$ cat src/rtl/stopwatch_pkg.sv
`default_nettype none
// ============================================================================
// Module   : stopwatch_pkg
// Purpose  : Shared types and constants for the stopwatch display path.
//            It holds the seven-segment glyph table (active-low, {g,f,e,d,c,b,a}),
//            the all-off segment pattern and the digit index/BCD types.
// Ports    : none (package)
// Revision : 1.0 - initial release
// ============================================================================
package stopwatch_pkg;

  typedef logic [1:0] digit_idx_t;
  typedef logic [3:0] bcd_t;

  localparam logic [6:0] SEG_BLANK = 7'h7F;

  // Entry n is the glyph for code n. Codes 10..15 are not valid BCD.
  // They are shown as a dash (only g lit) so that a corrupted digit is visible.
  localparam logic [15:0][6:0] SEG_GLYPH = {
    7'h3F, 7'h3F, 7'h3F, 7'h3F, 7'h3F, 7'h3F,  // 15..10 : dash
    7'h10,                                     // 9
    7'h00,                                     // 8
    7'h78,                                     // 7
    7'h02,                                     // 6
    7'h12,                                     // 5
    7'h19,                                     // 4
    7'h30,                                     // 3
    7'h24,                                     // 2
    7'h79,                                     // 1
    7'h40                                      // 0
  };

endpackage
`default_nettype wire

$ cat src/rtl/bcd_to_seg7.sv
`default_nettype none
// ============================================================================
// Module   : bcd_to_seg7
// Purpose  : Combinational BCD to seven-segment decoder. The output is active-low.
//            The pattern comes from the shared glyph table.
// Ports    : bcd_i  [3:0]  digit code
//            seg_o  [6:0]  segments {g,f,e,d,c,b,a}, active-low
// Revision : 1.0 - initial release
// ============================================================================
module bcd_to_seg7
  import stopwatch_pkg::*;
(
  input  bcd_t       bcd_i,
  output logic [6:0] seg_o
);

  assign seg_o = SEG_GLYPH[bcd_i];

endmodule
`default_nettype wire

$ cat src/rtl/stopwatch_display_scan.sv
`default_nettype none
// ============================================================================
// Module   : stopwatch_display_scan
// Purpose  : Drives a 4-digit multiplexed common-anode seven-segment display.
//            The digits come from the stopwatch digit registers.
//            All four digits are captured once per frame, so a frame never tears.
//            The display shows one digit per slot.
//            Each slot begins with a short anti-ghost blank window.
//            The optional pause blink is enabled when DISP_BLINK_EN is defined.
// Ports    : clk          system clock
//            reset        synchronous active-high reset
//            digits_in    [15:0] {M1,M0,S1,S0} BCD
//            blink        blink request (used only with DISP_BLINK_EN)
//            seg          [6:0] segments {g,f,e,d,c,b,a}, active-low
//            dp           decimal point, active-low
//            an           [3:0] anode enables, active-low, an[i] = digit i
//            frame_start  one-cycle pulse when a new snapshot is taken
// Config   : DISP_BLINK_EN enables the paused-display blink.
// Revision : 1.0 - initial release
// ============================================================================
module stopwatch_display_scan
  import stopwatch_pkg::*;
#(
  parameter int REFRESH_DIV  = 50000,
  parameter int BLANK_CYC    = 16,
  parameter int BLINK_FRAMES = 125
) (
  input  logic        clk,
  input  logic        reset,
  input  logic [15:0] digits_in,
  input  logic        blink,
  output logic [6:0]  seg,
  output logic        dp,
  output logic [3:0]  an,
  output logic        frame_start
);

  localparam int DIV_W = (REFRESH_DIV > 1) ? $clog2(REFRESH_DIV) : 1;
  localparam logic [DIV_W-1:0] DIV_LAST  = DIV_W'(REFRESH_DIV - 1);
  localparam logic [DIV_W-1:0] BLANK_END = DIV_W'(BLANK_CYC);

  logic [DIV_W-1:0] div_cnt_q, div_cnt_d;
  digit_idx_t       idx_q, idx_d;
  logic [15:0]      snap_q, snap_d;
  logic [6:0]       seg_q, seg_d;
  logic             dp_q, dp_d;
  logic [3:0]       an_q, an_d;
  logic             fs_q, fs_d;

  logic             tick;
  logic             frame_wrap;
  logic             blink_dark;
  logic             dark;
  bcd_t             cur_digit;
  logic [6:0]       cur_glyph;

  assign tick       = (div_cnt_q == DIV_LAST);
  assign frame_wrap = tick && (idx_q == 2'd3);
  assign cur_digit  = snap_q[{idx_q, 2'b00} +: 4];

  bcd_to_seg7 u_dec (
    .bcd_i (cur_digit),
    .seg_o (cur_glyph)
  );

`ifdef DISP_BLINK_EN
  localparam int FC_W = (BLINK_FRAMES > 1) ? $clog2(BLINK_FRAMES) : 1;
  localparam logic [FC_W-1:0] FC_LAST = FC_W'(BLINK_FRAMES - 1);

  logic [FC_W-1:0] frame_cnt_q, frame_cnt_d;
  logic            blink_phase_q, blink_phase_d;

  // Blink timing restarts whenever blink drops.
  // A new pause therefore always begins with a lit half-period.
  always_comb begin
    frame_cnt_d   = frame_cnt_q;
    blink_phase_d = blink_phase_q;
    if (!blink) begin
      frame_cnt_d   = '0;
      blink_phase_d = 1'b0;
    end else if (frame_wrap) begin
      if (frame_cnt_q == FC_LAST) begin
        frame_cnt_d   = '0;
        blink_phase_d = ~blink_phase_q;
      end else begin
        frame_cnt_d = frame_cnt_q + FC_W'(1);
      end
    end
  end

  always_ff @(posedge clk) begin
    if (reset) begin
      frame_cnt_q   <= '0;
      blink_phase_q <= 1'b0;
    end else begin
      frame_cnt_q   <= frame_cnt_d;
      blink_phase_q <= blink_phase_d;
    end
  end

  assign blink_dark = blink && blink_phase_q;
`else
  localparam int BLINK_FRAMES_unused = BLINK_FRAMES;
  logic blink_unused;
  assign blink_unused = blink;
  assign blink_dark   = 1'b0;
`endif

  always_comb begin
    div_cnt_d = tick ? '0 : div_cnt_q + DIV_W'(1);
    idx_d     = tick ? idx_q + 2'd1 : idx_q;
    snap_d    = frame_wrap ? digits_in : snap_q;
    fs_d      = frame_wrap;

    // Outputs are computed from the current slot state and registered.
    // The pins therefore lag the internal state by exactly one cycle.
    dark  = (div_cnt_q < BLANK_END) || blink_dark;
    an_d  = dark ? 4'hF : ~(4'b0001 << idx_q);
    seg_d = dark ? SEG_BLANK : cur_glyph;
    // The point after digit 2 separates minutes from seconds.
    dp_d  = !((idx_q == 2'd2) && !dark);
  end

  always_ff @(posedge clk) begin
    if (reset) begin
      div_cnt_q <= '0;
      idx_q     <= '0;
      snap_q    <= '0;
      seg_q     <= SEG_BLANK;
      dp_q      <= 1'b1;
      an_q      <= 4'hF;
      fs_q      <= 1'b0;
    end else begin
      div_cnt_q <= div_cnt_d;
      idx_q     <= idx_d;
      snap_q    <= snap_d;
      seg_q     <= seg_d;
      dp_q      <= dp_d;
      an_q      <= an_d;
      fs_q      <= fs_d;
    end
  end

  assign seg         = seg_q;
  assign dp          = dp_q;
  assign an          = an_q;
  assign frame_start = fs_q;

endmodule
`default_nettype wire

$ cat config.mk
export PLATFORM = sky130hd
export DESIGN_NAME = stopwatch_display_scan
export DESIGN_NICKNAME = d
export VERILOG_FILES = /design/src/rtl/stopwatch_pkg.sv /design/src/rtl/bcd_to_seg7.sv /design/src/rtl/stopwatch_display_scan.sv
export SDC_FILE = /design/constraint.sdc
export NUM_CORES = 1
export LEC_CHECK = 0
export BUFFER_PORTS_ARGS = -buffer_cell sky130_fd_sc_hd__buf_2
export CAP_MARGIN = 30
export CORE_MARGIN = 10
export CORE_UTILIZATION = 63
export CTS_BUF_LIST = sky130_fd_sc_hd__clkbuf_4 sky130_fd_sc_hd__clkbuf_8
export CTS_CLUSTER_DIAMETER = 200
export DETAILED_ROUTE_END_ITERATION = 6
export GPL_ROUTABILITY_DRIVEN = 0
export PLACE_DENSITY_LB_ADDON = 0.05
export SLEW_MARGIN = 10
export SYNTH_ARGS = -nofsm -noshare
export SYNTH_HDL_FRONTEND = slang
export SYNTH_SLANG_ARGS = --single-unit
$ cat constraint.sdc
create_clock -name clk -period 5.1 [get_ports clk]
set_input_delay 0.255 -clock clk [delete_from_list [all_inputs] [get_ports clk]]
set_output_delay 0.255 -clock clk [all_outputs]
set_load 0.02 [all_outputs]
Word-level counts from Yosys, hierarchy flattened
Memory sizes are Yosys's and may differ from the RTL's. A register that Yosys moved wholly into a read port is not among the register bits.
Index checks and enable logic that the tools add are counted.
Cells by class
  div/mod/pow operators: 0
  reduce and logical (&&, ||, !) cells: 6
  multipliers: 0
  shift operators: 2
  equal/unequal tests: 3
  magnitude comparators: 1
  bitwise operators: 1
  mux-type cells: 0
  add/subtract/negate cells: 2
Operators by type and width (count)
  adder 16 x 1 -> 16 bit (second input constant): 1
  equality test 16 bit (second input constant): 1
  less-than comparator 16 x 5 -> 1 bit (second input constant): 1
  variable part select 16 x 5 -> 4 bit: 1
  equality test 2 bit (second input constant): 2
  NOT 4 bit: 1
  OR reduction 2 bit: 2
  left shift 1 x 2 -> 4 bit (first input constant): 1
  adder 2 x 1 -> 2 bit (second input constant): 1
  logical AND 1 bit: 2
  zero test 1 bit: 2
Storage, ports and cells
  memory bits (read-only): 112
  memories: 1
  latch bits: 0
  word-level logic and storage cells: 22
  bits of input ports: 19
  bits in registers: 40
  RAM bits: 0
  output and inout bits: 13
Memories
  (no name shown): depth 16, width 7, read ports 1, clocked after Yosys merged registers in 1, wr ports 0, line bcd_to_seg7.sv:17  | assign seg_o = SEG_GLYPH[bcd_i];

Longest topological paths before layout
  word-level depth: 4
  depth in mapped cells: 7
  gate-level depth less buffers: 6

Hierarchy
From an unflattened synthesis, not the netlist that was laid out.
Unflattened totals
  cell total of the unflattened synthesis: 233
  area, all modules: 2108.3 um^2
Modules (own cells, without submodules)
  stopwatch_display_scan: area an instance 1884.3 um^2, instances 1, cells each 202, sequential area each 940.9 um^2
  bcd_to_seg7: area an instance 224.0 um^2, instances 1, cells each 31, sequential area each 0.0 um^2

Least setup slack after synthesis
No wires, ideal clock.
  kind: flip-flop to flip-flop
  from: register div_cnt_q[12]
  to: register snap_q[10]
  library setup time: 0.132 ns
  path buffers: 2
  clock period less this slack: 2.050 ns
  data required time: 4.968 ns
  slack: 3.050 ns
  stages on the path, launching flop included: 7
  arrival time: 1.918 ns
  path through: dfxtp_1 > or4_1 > or4_4 > buf_6 > buf_6 > o31ai_2 > a21oi_1
Between the ends
  cells in the longest elaborated chain, start to end: 2
Ends and longest elaborated chain
  start, declared: line stopwatch_display_scan.sv:42  | logic [DIV_W-1:0] div_cnt_q, div_cnt_d;
  start signal, assigned: line stopwatch_display_scan.sv:134  | div_cnt_q <= div_cnt_d;
  equality test 16 bit: line stopwatch_display_scan.sv:57  | assign tick = (div_cnt_q == DIV_LAST);
  logical AND 1 bit: line stopwatch_display_scan.sv:58  | assign frame_wrap = tick && (idx_q == 2'd3);
  end signal, assigned: line stopwatch_display_scan.sv:136  | snap_q <= snap_d;
  end, declared: line stopwatch_display_scan.sv:44  | logic [15:0] snap_q, snap_d;
No other way between the ends.
A chain may end at the register's enable or synchronous reset.

Worst setup path after layout
  from: register idx_q[0]
  to: register snap_q[2]
Between the ends
  cells in the longest elaborated chain, start to end: 2
Ends and longest elaborated chain
  start, declared: line stopwatch_display_scan.sv:43  | digit_idx_t idx_q, idx_d;
  start signal, assigned: line stopwatch_display_scan.sv:135  | idx_q <= idx_d;
  equality test 2 bit: line stopwatch_display_scan.sv:58
  logical AND 1 bit: line stopwatch_display_scan.sv:58
No other way between the ends.

==> results.toml <==
[cells_and_area]
area_growth_pct = 11.32
nets = 286
drive_above_1_share_pct = 21.71
antenna_cells = 0
final_util_pct = 72.29

[critical_path]
crit_type = "register to register"
cp.required_ns = 5.35
crit_fanout = 18
endpoint_kind = "register"
worst_ep_arrival_time_ns = 2.86
startpoint_type = "register"

[logic_synthesis]
synth_ff_type = "dfxtp_1"
ys_top_cells_by_area = "dfxtp_1, nand4_1, a21oi_1"
synth_top_area_cell = "dfxtp_1"
syn-num-nets = 263
ys_warn_count = 0
syn_avg_cell_area_um2 = 9.261
netlist_instances = 234
yosysMostFrequentCell = "dfxtp_1"
syn-cell-area_mm2 = 0.002167
synthTopCellsByCount = "dfxtp_1, a21oi_1, nand4_1, nor2_1"
ys_ff_latch = 47
async_flop_share_pct = 0
synth.distinct_cells = 32
synth_edf_count = 0
synth_top_area_share_pct = 43.42
ys_seq_area_share_pct = 43.42

[run]
cap_viol_max_count = 0

[outcome]
status = "finished clean"

[sta]
max_freq_mhz = 383.4
tns_ns = 0
rsz0062_at_grt = "false"
tightest_slew_ns = 0.8420
final_hold_viol_count = 0
timing.slew.headroom_pct = 43.60
slew_violations = 0
setup_viol_count_final = 0
period_share_pct = 51.14
clock-skew-final_ns = 0.007512
period_minus_slack_ns = 2.608

[cts]
hold_buffers = 0
htreeDepth = 2
post-cts-setup-buffers = 0
clkTransAtPathRegs_ns = 0.13
cts_num_sinks = 47
cts_resized = 0
clkLatencyLatePin_ns = 0.36
cts_root_buf = "clkbuf_4"
tritoncts = "yes"
cts_buffers = 5
cts_buffer_depth = 2

[hold_path]
hp-class = "input port to register"

[routing]
ant_nets = 0
vias = 1770
vias_per_cell = 5.822
route.detailed.drc = 0
drt_wl_total_um = 4485
drt_iter0_drc = 91
drt_first_pass_iters = 4
wire_per_inst_um = 14.75

[power_and_ir_drop]
p_per_area_mw_per_mm2 = 256.2
leakage_uw = 0.0008209
irDropWorstVdd_uv = 190.9

[floorplan]
core_mm2 = 0.003337
start_util_pct = 64.94
num_io_pins = 32
die_y_um = 78.65
row_count = 21
die_x_um = 78.65
fp.dieArea_mm2 = 0.006186

[global_route]
overflow = 0
grt_start_max_net_pins = 23
first_global_vias = 1716
grt_pass1_wl_um = 7748
grt_antenna_before_repair = 0
grtUsageTotal_pct = 15.22

[placement]
port_buffers = 30
place_hpwl_um = 3171
-- cells by family after synthesis --
kind of cell	Yosys count	share of synthesized area (%)
XOR/XNOR	11	4.446
buffers and inverters	25	5.080
adder cells (fa/ha/maj)	10	5.774
multiplexers	4	4.157
AND/OR/NAND/NOR	79	19.69
AO/OA/AOI/OAI	58	17.44
flip-flops	47	43.42
-- registers in the layout (all words and copies together), names as in the netlist --
signal,cells
snap_q,16
dp,1
frame_start,1
div_cnt_q,16
seg,7
an,4
idx_q,2
-- worst max-delay path, stage by stage (launching register included) --
cell and delay [ns]:
dfxtp_1 0.59, ha_1 0.65, clkinv_1 0.69, o31ai_1 0.46
a21oi_1 0.10
-- worst paths after layout --
kind              cells past startpoint           end  slack, ns         start
setup reg to reg                      4     snap_q[2]       2.49      idx_q[0]
hold / removal                        3     snap_q[0]       0.13  digits_in[0]
hold reg to reg                       1  div_cnt_q[0]       0.45  div_cnt_q[0]
setup / recovery                      4     snap_q[2]       2.49      idx_q[0]
-- stage by stage --
| stage | worst slack (ns) | hold WS [ns] | instance area (um^2) | std cells | power (uW) |
|---|---|---|---|---|---|
| floorplan | 3.050 | 0.3741 | 2167 | 234 | 385.7 |
| global placement | 2.409 | 0.4263 | 2303 | 294 | 393.6 |
| detailed placement | 2.528 | 0.4343 | 2326 | 296 | 394.0 |
| CTS | 2.492 | 0.1262 | 2412 | 304 | 622.3 |
| global route | 2.237 | 0.1257 | 2412 | 304 | 639.3 |
| finish | 2.492 | 0.1339 | 2412 | 304 | 618.0 |
-- metal layers --
| layer | part of all wire [%] | wire length (um) | vias up | track usage (%) |
|---|---|---|---|---|
| met5 | 0 | 0 | - | 0 |
| met4 | 1.4 | 63 | 0 | 5.735 |
| met3 | 5.8 | 258 | 7 | 5.353 |
| met2 | 46 | 2057 | 43 | 24.18 |
| met1 | 47 | 2106 | 826 | 18.51 |
| li1 | - | - | 894 | - |
-- layout by cell type (no fill, tap or decap), types with 5 or more instances in the layout --
cell	count
xnor2_1	6
nand3_1	9
o31ai_1	10
nand4_1	22
a21oi_1	26
clkbuf_4	5
nor2_1	15
dfxtp_1	47
ha_1	10
xor2_1	5
nand2_1	9
inv_1	8
buf_2	30
o31ai_2	7
o21ai_0	12
-- power by group --
group / internal [uW] / switching (uW) / total (uW)
Sequential: 369 / 1.47 / 371
Combinational: 6.98 / 8.17 / 15.2
Clock: 116 / 116 / 232
-- layout make-up --
type,instances,area (um^2)
Multi-Input combinational cell,162,1121
Sequential cell,47,940.9
Fill cell,291,924.6
Timing Repair Buffer,32,172.7
Tap cell,46,57.56
Clock buffer,6,51.30
Clock inverter,2,35.03
Inverter,9,33.78
Note: power is estimated with default switching activity, not from simulation.
